File: src/rtl/imem_program_loader_if.sv
// Byte-stream and instruction-memory write bus for imem_program_loader.
// The master side (host or bench) drives start and the byte stream. The slave
// side (the loader) drives the memory write port, the CPU hold and the status.
interface imem_program_loader_if #(
   parameter int unsigned ADDR_W = 8
);
   logic              start;
   logic              in_valid;
   logic [7:0]        in_data;
   logic              in_ready;
   logic              imem_we;
   logic [ADDR_W-1:0] imem_addr;
   logic [31:0]       imem_wdata;
   logic              cpu_hold;
   logic              done;
   logic              error;
   logic [1:0]        err_code;
   logic [ADDR_W-1:0] err_addr;

   modport master (
      output start, in_valid, in_data,
      input  in_ready, imem_we, imem_addr, imem_wdata,
      input  cpu_hold, done, error, err_code, err_addr
   );

   modport slave (
      input  start, in_valid, in_data,
      output in_ready, imem_we, imem_addr, imem_wdata,
      output cpu_hold, done, error, err_code, err_addr
   );
endinterface

File: src/rtl/imem_program_loader.sv
// Instruction-memory program loader for the single-cycle MIPS core.
// Input stream: a 16-bit big-endian word count N, then N big-endian 32-bit
// instructions. Each assembled word is written to instruction memory, and the
// CPU is held until the load completes.
// Optional feature: define LOADER_OPCHECK_EN to screen every opcode/funct
// against the set the core decodes. An illegal word aborts the load with
// err_code 2'b10. When the macro is undefined, every word is written.
module imem_program_loader #(
   parameter int unsigned ADDR_W = 8
) (
   input  logic                  clk,
   input  logic                  reset,
   imem_program_loader_if.slave  bus
);

   localparam int unsigned CNT_W = ADDR_W + 1;
   localparam int unsigned LEN_W = 16;
   localparam logic [LEN_W:0] CAP_WORDS = 17'(1) << ADDR_W;

   localparam logic [1:0] ERR_NONE = 2'b00;
   localparam logic [1:0] ERR_LEN  = 2'b01;
   localparam logic [1:0] ERR_ILL  = 2'b10;

   typedef enum logic [2:0] {
      S_IDLE,
      S_LEN_HI,
      S_LEN_LO,
      S_BYTE,
      S_WRITE,
      S_DONE,
      S_ERR
   } state_t;

   state_t              r_state, w_state_nxt;
   logic [LEN_W-1:0]    r_len, w_len_nxt;
   logic [CNT_W-1:0]    r_cnt, w_cnt_nxt;
   logic [1:0]          r_bidx, w_bidx_nxt;
   logic [23:0]         r_word, w_word_nxt;
   logic                r_legal, w_legal_nxt;
   logic                r_in_ready, w_in_ready_nxt;
   logic                r_imem_we, w_imem_we_nxt;
   logic [ADDR_W-1:0]   r_imem_addr, w_imem_addr_nxt;
   logic [31:0]         r_imem_wdata, w_imem_wdata_nxt;
   logic                r_cpu_hold, w_cpu_hold_nxt;
   logic                r_done, w_done_nxt;
   logic                r_error, w_error_nxt;
   logic [1:0]          r_err_code, w_err_code_nxt;
   logic [ADDR_W-1:0]   r_err_addr, w_err_addr_nxt;

   logic                w_hs;
   logic [31:0]         w_assembled;
   logic [LEN_W-1:0]    w_new_len;
   logic                w_word_ok;

`ifdef LOADER_OPCHECK_EN
   // Opcode/funct combinations the core's control decoder implements.
   function automatic logic f_legal(input logic [5:0] op, input logic [5:0] fn);
      logic ok;
      if (op == 6'h00) begin
         ok = fn inside {6'h00, 6'h02, 6'h03, 6'h08, 6'h09,
                         [6'h20:6'h27], 6'h2a, 6'h2b};
      end else begin
         ok = op inside {6'h02, 6'h03, 6'h04, 6'h08, 6'h09, 6'h0a,
                         6'h0b, 6'h0c, 6'h0f, 6'h23, 6'h2b};
      end
      return ok;
   endfunction
`endif

   // Byte transfer, word assembly and legality of the word being completed.
   always_comb begin
      w_hs        = bus.in_valid && r_in_ready;
      w_assembled = {r_word, bus.in_data};
      w_new_len   = {r_len[15:8], bus.in_data};
`ifdef LOADER_OPCHECK_EN
      w_word_ok   = f_legal(w_assembled[31:26], w_assembled[5:0]);
`else
      w_word_ok   = 1'b1;
`endif
   end

   // Next-state and next-output logic.
   always_comb begin
      w_state_nxt      = r_state;
      w_len_nxt        = r_len;
      w_cnt_nxt        = r_cnt;
      w_bidx_nxt       = r_bidx;
      w_word_nxt       = r_word;
      w_legal_nxt      = r_legal;
      w_imem_we_nxt    = 1'b0;
      w_imem_addr_nxt  = r_imem_addr;
      w_imem_wdata_nxt = r_imem_wdata;
      w_done_nxt       = r_done;
      w_error_nxt      = r_error;
      w_err_code_nxt   = r_err_code;
      w_err_addr_nxt   = r_err_addr;

      case (r_state)
         S_IDLE, S_DONE, S_ERR: begin
            if (bus.start) begin
               w_state_nxt    = S_LEN_HI;
               w_len_nxt      = '0;
               w_cnt_nxt      = '0;
               w_bidx_nxt     = '0;
               w_word_nxt     = '0;
               w_done_nxt     = 1'b0;
               w_error_nxt    = 1'b0;
               w_err_code_nxt = ERR_NONE;
               w_err_addr_nxt = '0;
            end
         end
         S_LEN_HI: begin
            if (w_hs) begin
               w_len_nxt   = {bus.in_data, r_len[7:0]};
               w_state_nxt = S_LEN_LO;
            end
         end
         S_LEN_LO: begin
            if (w_hs) begin
               w_len_nxt = w_new_len;
               if (w_new_len == '0) begin
                  w_state_nxt = S_DONE;
                  w_done_nxt  = 1'b1;
               end else if ({1'b0, w_new_len} > CAP_WORDS) begin
                  w_state_nxt    = S_ERR;
                  w_error_nxt    = 1'b1;
                  w_err_code_nxt = ERR_LEN;
               end else begin
                  w_state_nxt = S_BYTE;
               end
            end
         end
         S_BYTE: begin
            if (w_hs) begin
               w_word_nxt = w_assembled[23:0];
               w_bidx_nxt = r_bidx + 2'd1;
               if (r_bidx == 2'd3) begin
                  // Write strobe is registered here so it lines up with WRITE.
                  w_state_nxt = S_WRITE;
                  w_legal_nxt = w_word_ok;
                  if (w_word_ok) begin
                     w_imem_we_nxt    = 1'b1;
                     w_imem_addr_nxt  = r_cnt[ADDR_W-1:0];
                     w_imem_wdata_nxt = w_assembled;
                  end
               end
            end
         end
         S_WRITE: begin
            if (r_legal) begin
               w_cnt_nxt = r_cnt + CNT_W'(1);
               if ((17'(r_cnt) + 17'd1) == {1'b0, r_len}) begin
                  w_state_nxt = S_DONE;
                  w_done_nxt  = 1'b1;
               end else begin
                  w_state_nxt = S_BYTE;
               end
            end else begin
               w_state_nxt    = S_ERR;
               w_error_nxt    = 1'b1;
               w_err_code_nxt = ERR_ILL;
               w_err_addr_nxt = r_cnt[ADDR_W-1:0];
            end
         end
         default: begin
            w_state_nxt = S_IDLE;
         end
      endcase

      w_in_ready_nxt = (w_state_nxt == S_LEN_HI) || (w_state_nxt == S_LEN_LO) ||
                       (w_state_nxt == S_BYTE);
      w_cpu_hold_nxt = (w_state_nxt != S_DONE);
   end

   // State and registered outputs.
   always_ff @(posedge clk or posedge reset) begin
      if (reset) begin
         r_state      <= S_IDLE;
         r_len        <= '0;
         r_cnt        <= '0;
         r_bidx       <= '0;
         r_word       <= '0;
         r_legal      <= 1'b0;
         r_in_ready   <= 1'b0;
         r_imem_we    <= 1'b0;
         r_imem_addr  <= '0;
         r_imem_wdata <= '0;
         r_cpu_hold   <= 1'b1;
         r_done       <= 1'b0;
         r_error      <= 1'b0;
         r_err_code   <= ERR_NONE;
         r_err_addr   <= '0;
      end else begin
         r_state      <= w_state_nxt;
         r_len        <= w_len_nxt;
         r_cnt        <= w_cnt_nxt;
         r_bidx       <= w_bidx_nxt;
         r_word       <= w_word_nxt;
         r_legal      <= w_legal_nxt;
         r_in_ready   <= w_in_ready_nxt;
         r_imem_we    <= w_imem_we_nxt;
         r_imem_addr  <= w_imem_addr_nxt;
         r_imem_wdata <= w_imem_wdata_nxt;
         r_cpu_hold   <= w_cpu_hold_nxt;
         r_done       <= w_done_nxt;
         r_error      <= w_error_nxt;
         r_err_code   <= w_err_code_nxt;
         r_err_addr   <= w_err_addr_nxt;
      end
   end

   assign bus.in_ready   = r_in_ready;
   assign bus.imem_we    = r_imem_we;
   assign bus.imem_addr  = r_imem_addr;
   assign bus.imem_wdata = r_imem_wdata;
   assign bus.cpu_hold   = r_cpu_hold;
   assign bus.done       = r_done;
   assign bus.error      = r_error;
   assign bus.err_code   = r_err_code;
   assign bus.err_addr   = r_err_addr;

endmodule

File: src/flat_wrapper.sv
// flat-port wrapper written by rule: the top's interface ports become plain ports
module imem_program_loader_flat 
#(
   parameter int unsigned ADDR_W = 8
)
  (clk, reset, bus_start, bus_in_valid, bus_in_data, bus_in_ready, bus_imem_we, bus_imem_addr, bus_imem_wdata, bus_cpu_hold, bus_done, bus_error, bus_err_code, bus_err_addr);
  imem_program_loader_if #(.ADDR_W(ADDR_W)) bus_i ();
  input  logic clk;
  input  logic reset;
  input wire logic [$bits(bus_i.start)-1:0] bus_start;
  input wire logic [$bits(bus_i.in_valid)-1:0] bus_in_valid;
  input wire logic [$bits(bus_i.in_data)-1:0] bus_in_data;
  output wire logic [$bits(bus_i.in_ready)-1:0] bus_in_ready;
  output wire logic [$bits(bus_i.imem_we)-1:0] bus_imem_we;
  output wire logic [$bits(bus_i.imem_addr)-1:0] bus_imem_addr;
  output wire logic [$bits(bus_i.imem_wdata)-1:0] bus_imem_wdata;
  output wire logic [$bits(bus_i.cpu_hold)-1:0] bus_cpu_hold;
  output wire logic [$bits(bus_i.done)-1:0] bus_done;
  output wire logic [$bits(bus_i.error)-1:0] bus_error;
  output wire logic [$bits(bus_i.err_code)-1:0] bus_err_code;
  output wire logic [$bits(bus_i.err_addr)-1:0] bus_err_addr;
  assign bus_i.start = bus_start;
  assign bus_i.in_valid = bus_in_valid;
  assign bus_i.in_data = bus_in_data;
  assign bus_in_ready = bus_i.in_ready;
  assign bus_imem_we = bus_i.imem_we;
  assign bus_imem_addr = bus_i.imem_addr;
  assign bus_imem_wdata = bus_i.imem_wdata;
  assign bus_cpu_hold = bus_i.cpu_hold;
  assign bus_done = bus_i.done;
  assign bus_error = bus_i.error;
  assign bus_err_code = bus_i.err_code;
  assign bus_err_addr = bus_i.err_addr;
  imem_program_loader #(.ADDR_W(ADDR_W)) u_core (.clk(clk), .reset(reset), .bus(bus_i));
endmodule
File: config.mk
export PLATFORM = sky130hd
export DESIGN_NAME = imem_program_loader_flat
export DESIGN_NICKNAME = d
export VERILOG_FILES = /design/src/rtl/imem_program_loader_if.sv /design/src/rtl/imem_program_loader.sv /design/src/flat_wrapper.sv
export SDC_FILE = /design/constraint.sdc
export NUM_CORES = 1
export LEC_CHECK = 0
export ABC_CLOCK_PERIOD_IN_PS = 4500
export BUFFER_PORTS_ARGS = -buffer_cell sky130_fd_sc_hd__clkbuf_2
export CAP_MARGIN = 15
export CORE_MARGIN = 10
export CORE_UTILIZATION = 44
export CTS_CLUSTER_SIZE = 20
export DETAILED_ROUTE_END_ITERATION = 7
export GPL_ROUTABILITY_DRIVEN = 0
export PLACE_DENSITY = 0.73
export RECOVER_POWER = 50
export SYNTH_ARGS = -nofsm -noshare
export SYNTH_HDL_FRONTEND = slang
export SYNTH_SLANG_ARGS = --single-unit
File: constraint.sdc
create_clock -name clk -period 4.5 [get_ports clk]
set_clock_uncertainty 0.15 [all_clocks]
set_input_delay 0.9 -clock clk [delete_from_list [all_inputs] [get_ports clk]]
set_output_delay 0.9 -clock clk [all_outputs]
set_load 0.01 [all_outputs]
[After elaboration in Yosys (flattened, before gate mapping)]
Cells that the tools add are included.
Operators by class
  add/sub/neg operators: 3
  $lt $le $gt $ge: 1
  equal/unequal tests: 22
  muxes and demuxes: 45
  bitwise gates (word level): 2
  reductions and logical operators: 19
Operators by type and width (count)
  24-bit 2-to-1 mux: 2
  16-bit case mux with 3 select lines: 1
  24-bit case mux with 2 select lines: 1
  16-bit 2-to-1 mux: 2
  3-bit 2-to-1 mux: 9
  8-bit 2-to-1 mux: 3
  9-bit 2-to-1 mux: 2
  9-bit case mux with 2 select lines: 1
  17-bit by 16-bit == test with 1-bit output: 1
  16-bit by 9-bit greater-than comparator with 1-bit output, second input constant: 1
  16-bit zero test: 1
  8-bit case mux with 2 select lines: 1
  3-bit case mux with 5 select lines: 1
  2-bit by 1-bit != test with 1-bit output, second input constant: 7
  3-bit by 2-bit == test with 1-bit output, second input constant: 4
  1-bit 2-to-1 mux: 12
  2-bit 2-to-1 mux: 6
  3-bit AND reduction: 4
  6-bit AND reduction: 2
  9-bit by 1-bit adder with 10-bit output, second input constant: 1
  9-bit by 1-bit adder with 9-bit output, second input constant: 1
  3-bit == test, second input constant: 3
  4-bit AND reduction: 2
  2-bit nonzero test: 4
  14 further kinds: 20
Word-level totals
  flip-flop bits (word level): 110
  output and inout bits: 55
  logic and storage cells: 108

[Longest topological paths before layout]
  depth in word-level cells: 8
  mapped depth: 9

[Worst setup path before layout]
OpenSTA, ideal clock, no wires.
  path kind: input to register
  from: input bus_in_valid
  to: register u_core.r_bidx[0]
  library setup time: 0.083 ns
  data arrival time: 2.174 ns
  path slack: 2.093 ns
  stages on the path: 8
  buffers on the path: 3
  cell sequence: and2_1 > clkbuf_1 > and3_1 > nor2_1 > clkbuf_1 > clkbuf_1 > nand2_1 > o21ai_0
Between the ends
  word-level cells in the longest chain between the ends: 3
RTL lines
  start: declaration: RTL line flat_wrapper.sv:11  | input wire logic [$bits(bus_i.in_valid)-1:0] bus_in_valid;
  1-bit logical AND: RTL line imem_program_loader.sv:72  | w_hs = bus.in_valid && r_in_ready;
  2-bit by 1-bit != test with 1-bit output (no source line)
  3-bit AND reduction (no source line)
  end signal: assignment: RTL line imem_program_loader.sv:197  | r_bidx <= w_bidx_nxt;
  end: declaration: RTL line imem_program_loader.sv:37  | logic [1:0] r_bidx, w_bidx_nxt;
Every way passes these cells.
A chain may end at the register's enable or synchronous reset.

==> results.cfg <==
[worst_setup_path]
cpLargestDelayFamily = buffers and inverters
cp-start-kind = input pin
cp.depth = 2
slowest_delay_ns = 1.87
rrSetupSlack_ns = 1.59
r2r_end = u_core.bus.imem_wdata[19]$_DFFE_PP0P_
crit_arrival_ns = 2.89
reg2reg_depth = 5
cp_num_buf_inv = 2
r2r-start = u_core.r_state[0]$_DFF_PP0_
crit_end = u_core.r_state[2]$_DFF_PP0_
worstPathCellList = clkbuf_2, inv_1
crit_required_ns = 4.23
critPathMaxFanout = 73
end_kind = asynchronous set/reset pin
crit_slowest_cell = inv_1
crit_type = input pin to asynchronous set/reset pin
cp-startpoint = reset

[hold_path]
holdCritPathClass = flop to flop

[status]
violations = max-capacitance violations, max-slew violations
outcome = finished, violations left

[sta]
fmaxAchievable_ghz = 0.316
timing.hold.ws_ns = 0.326
worst-slew-pin-transition_ns = 2.69
maxSlewHeadroom_pct = -79.5
slew_violations = 74
finalSetupViolCount = 0
final-hold-violation-count = 0
fin_crit_sh_pct = 70.2
rsz0062_at_grt = false
tns_ns = 0
finalCriticalPeriod_ns = 3.16

[synthesis]
synth_xor_area_share_pct = 1.76
synth_warnings = 0
syn_inst = 471
synth-async-reset-ratio_pct = 100
synthAdderAreaFrac_pct = 0.504
synth-simple-area-share_pct = 15.1
ys_seq_area_share_pct = 55.4
synth-compound-area-share_pct = 13.4
synth_top_area_cell = dfrtp_1
synth-edff-count = 0
synth.distinct_cells = 55
synth_area_leaders = dfrtp_1 55%, mux2_2 9.3%, nand2_1 6.0%, o21ai_0 5.8%, nand3_1 1.6%
synthMuxAreaShare_pct = 9.49
yosys.area.top_type_share_pct = 54.9
syn_nets = 485
synth-seq-cells = 110
syn_avg_cell_area_um2 = 10.5
ys.flop_type = dfrtp_1
synth_top_family_by_area = simple AND/OR/NAND/NOR gates
syn_area_um2 = 4970

[cts]
clockRootBuffer = clkbuf_16
clock_sinks = 110
hold_buffers = 0
numCtsBuffers = 9
cts_resized = 0
cts_setup_buffers = 0
cts_max_level = 3
clock_path_buffers = 2
cts_tree = built
clk_latency_ns = 0.35
path_clk_slew_ns = 0.08

[final_layout]
final_cell_mix = 109 x dfrtp_1, 80 x nand2_1, 58 x o21ai_0
diodes = 0
drive_gt1_share_pct = 20.9
area_growth_pct = 13.4
layout_commonest_cell = dfrtp_1
layout.nets = 539

[routing]
totalWireLength_um = 11600
wl_per_cell_um = 17.3
drc = 0
vias = 3747
avgViaCountPerCell = 5.59
drtIter0Drc = 248
dr.pass1.iters = 5
detail-route-antenna-nets = 0

[global_routing]
gr-total-overflow = 0
antenna_found_initial = 0
grt_max_degree = 74
grt_pass1_vias = 3623
grt_pass1_wl_um = 19100
track_usage_pct = 14.5

[die]
design.die.area_um2 = 15900
die_w_um = 126
die_h_um = 126
ioPinCount = 67
start_util_pct = 45.4
rows = 38
core_area_um2 = 10900

[power]
p_leak_nw = 2.64
power_density_nw_per_um2 = 614
ir_drop_v = 0.000288

[run]
max_cap_viol_count = 1

[place]
io_buffers = 66
hpwlAfterDp_um = 8000
==> cells by family after synthesis <==
group,after synthesis
AO/OA/AOI/OAI,106
XOR/XNOR,10
adder cells (fa/ha/maj),2
buffers and inverters,44
flip-flops,110
multiplexers,42
AND/OR/NAND/NOR,157
==> registers in the layout, indices dropped and copies added, names as in the netlist <==
register	count
u_core.bus.err_code	2
u_core.bus.imem_addr	8
u_core.bus.in_ready	1
u_core.r_bidx	2
u_core.r_state	3
u_core.bus.done	1
u_core.bus.imem_we	1
u_core.bus.cpu_hold	1
u_core.bus.error	1
u_core.bus.err_addr	8
u_core.bus.imem_wdata	32
u_core.r_len	16
u_core.r_word	24
u_core.r_legal	1
u_core.r_cnt	9
==> cell type report <==
type,instances,area (um2)
clock buffer,9,225
sequential,110,2750
clock inverter,7,80.1
fill,1015,5300
multi-input combinational,317,2000
inverter,15,56.3
tap,140,175
timing repair buffer,72,342
==> through the flow <==
stage                     total power, W  worst slack [ns]  std cells  instance area (um2)  utilization (%)
after CTS                        0.00348              1.58        670                 5670             51.9
after global routing             0.00369             0.722        670                 5640             51.5
after detailed placement         0.00265              1.58        654                 5370             49.1
after global placement           0.00260              1.65        654                 5370             49.1
after floorplan                  0.00229             0.549        471                 4970                -
final                            0.00346              1.34        670                 5640             51.5
==> cell usage after synthesis, types with 2 or more instances <==
| library cell | count |
|---|---|
| buf_1 | 2 |
| and2_1 | 2 |
| o41ai_1 | 3 |
| a21oi_1 | 5 |
| and3_1 | 6 |
| clkbuf_1 | 16 |
| dfrtp_1 | 109 |
| nand2_1 | 80 |
| o22ai_1 | 2 |
| a2111o_1 | 2 |
| nand3_1 | 16 |
| buf_6 | 3 |
| o2bb2ai_1 | 2 |
| o211ai_1 | 3 |
| xnor2_1 | 4 |
| a22o_1 | 9 |
| nor2_1 | 15 |
| xor2_1 | 6 |
| nand3b_1 | 2 |
| a21o_1 | 3 |
| or4_1 | 3 |
| o21a_1 | 2 |
| a211o_1 | 2 |
| mux2_2 | 41 |
| nor4_1 | 4 |
| nand4_1 | 4 |
| nand2b_1 | 6 |
| ha_1 | 2 |
| nor2b_1 | 5 |
| o21ai_0 | 58 |
| inv_1 | 15 |
| o31ai_1 | 4 |
| a31oi_1 | 3 |
| nor3_1 | 5 |
| buf_2 | 7 |
==> where the power goes <==
group	switching (W)	internal, W
clock network	0.000386	0.000441
logic	0.000656	0.000448
registers	0.000269	0.00126
total	0.00131	0.00215
==> layer usage <==
metal | routed length, um | share of wire (%) | GRT usage [%]
met1 | 5420 | 47 | 19.6
met2 | 5500 | 48 | 22.5
met3 | 515 | 4.4 | 2.85
met4 | 141 | 1.2 | 5.29
met5 | 0 | 0 | 0
==> worst register-to-register path, cell delays in order (launching register included) <==
cell and delay, ns:
dfrtp_1 0.65, inv_1 0.24, nor2_1 0.17, buf_4 0.25, and3_2 0.88, mux2_2 0.45
==> how the worst min path moves through the flow <==
stage,cells past startpoint,endpoint,slack [ns],startpoint
after CTS,2,u_core.r_word[22]$_DFFE_PP0P_,0.33,u_core.r_word[22]$_DFFE_PP0P_
final,2,u_core.r_word[22]$_DFFE_PP0P_,0.33,u_core.r_word[22]$_DFFE_PP0P_
after global routing,2,u_core.r_word[22]$_DFFE_PP0P_,0.35,u_core.r_word[22]$_DFFE_PP0P_
after detailed placement,2,u_core.r_word[22]$_DFFE_PP0P_,0.32,u_core.r_word[22]$_DFFE_PP0P_
after global placement,2,u_core.r_word[22]$_DFFE_PP0P_,0.31,u_core.r_word[22]$_DFFE_PP0P_
after floorplan,2,u_core.r_len[12]$_DFFE_PP0P_,0.29,u_core.r_len[12]$_DFFE_PP0P_
Power figures use the tool's default switching activity.
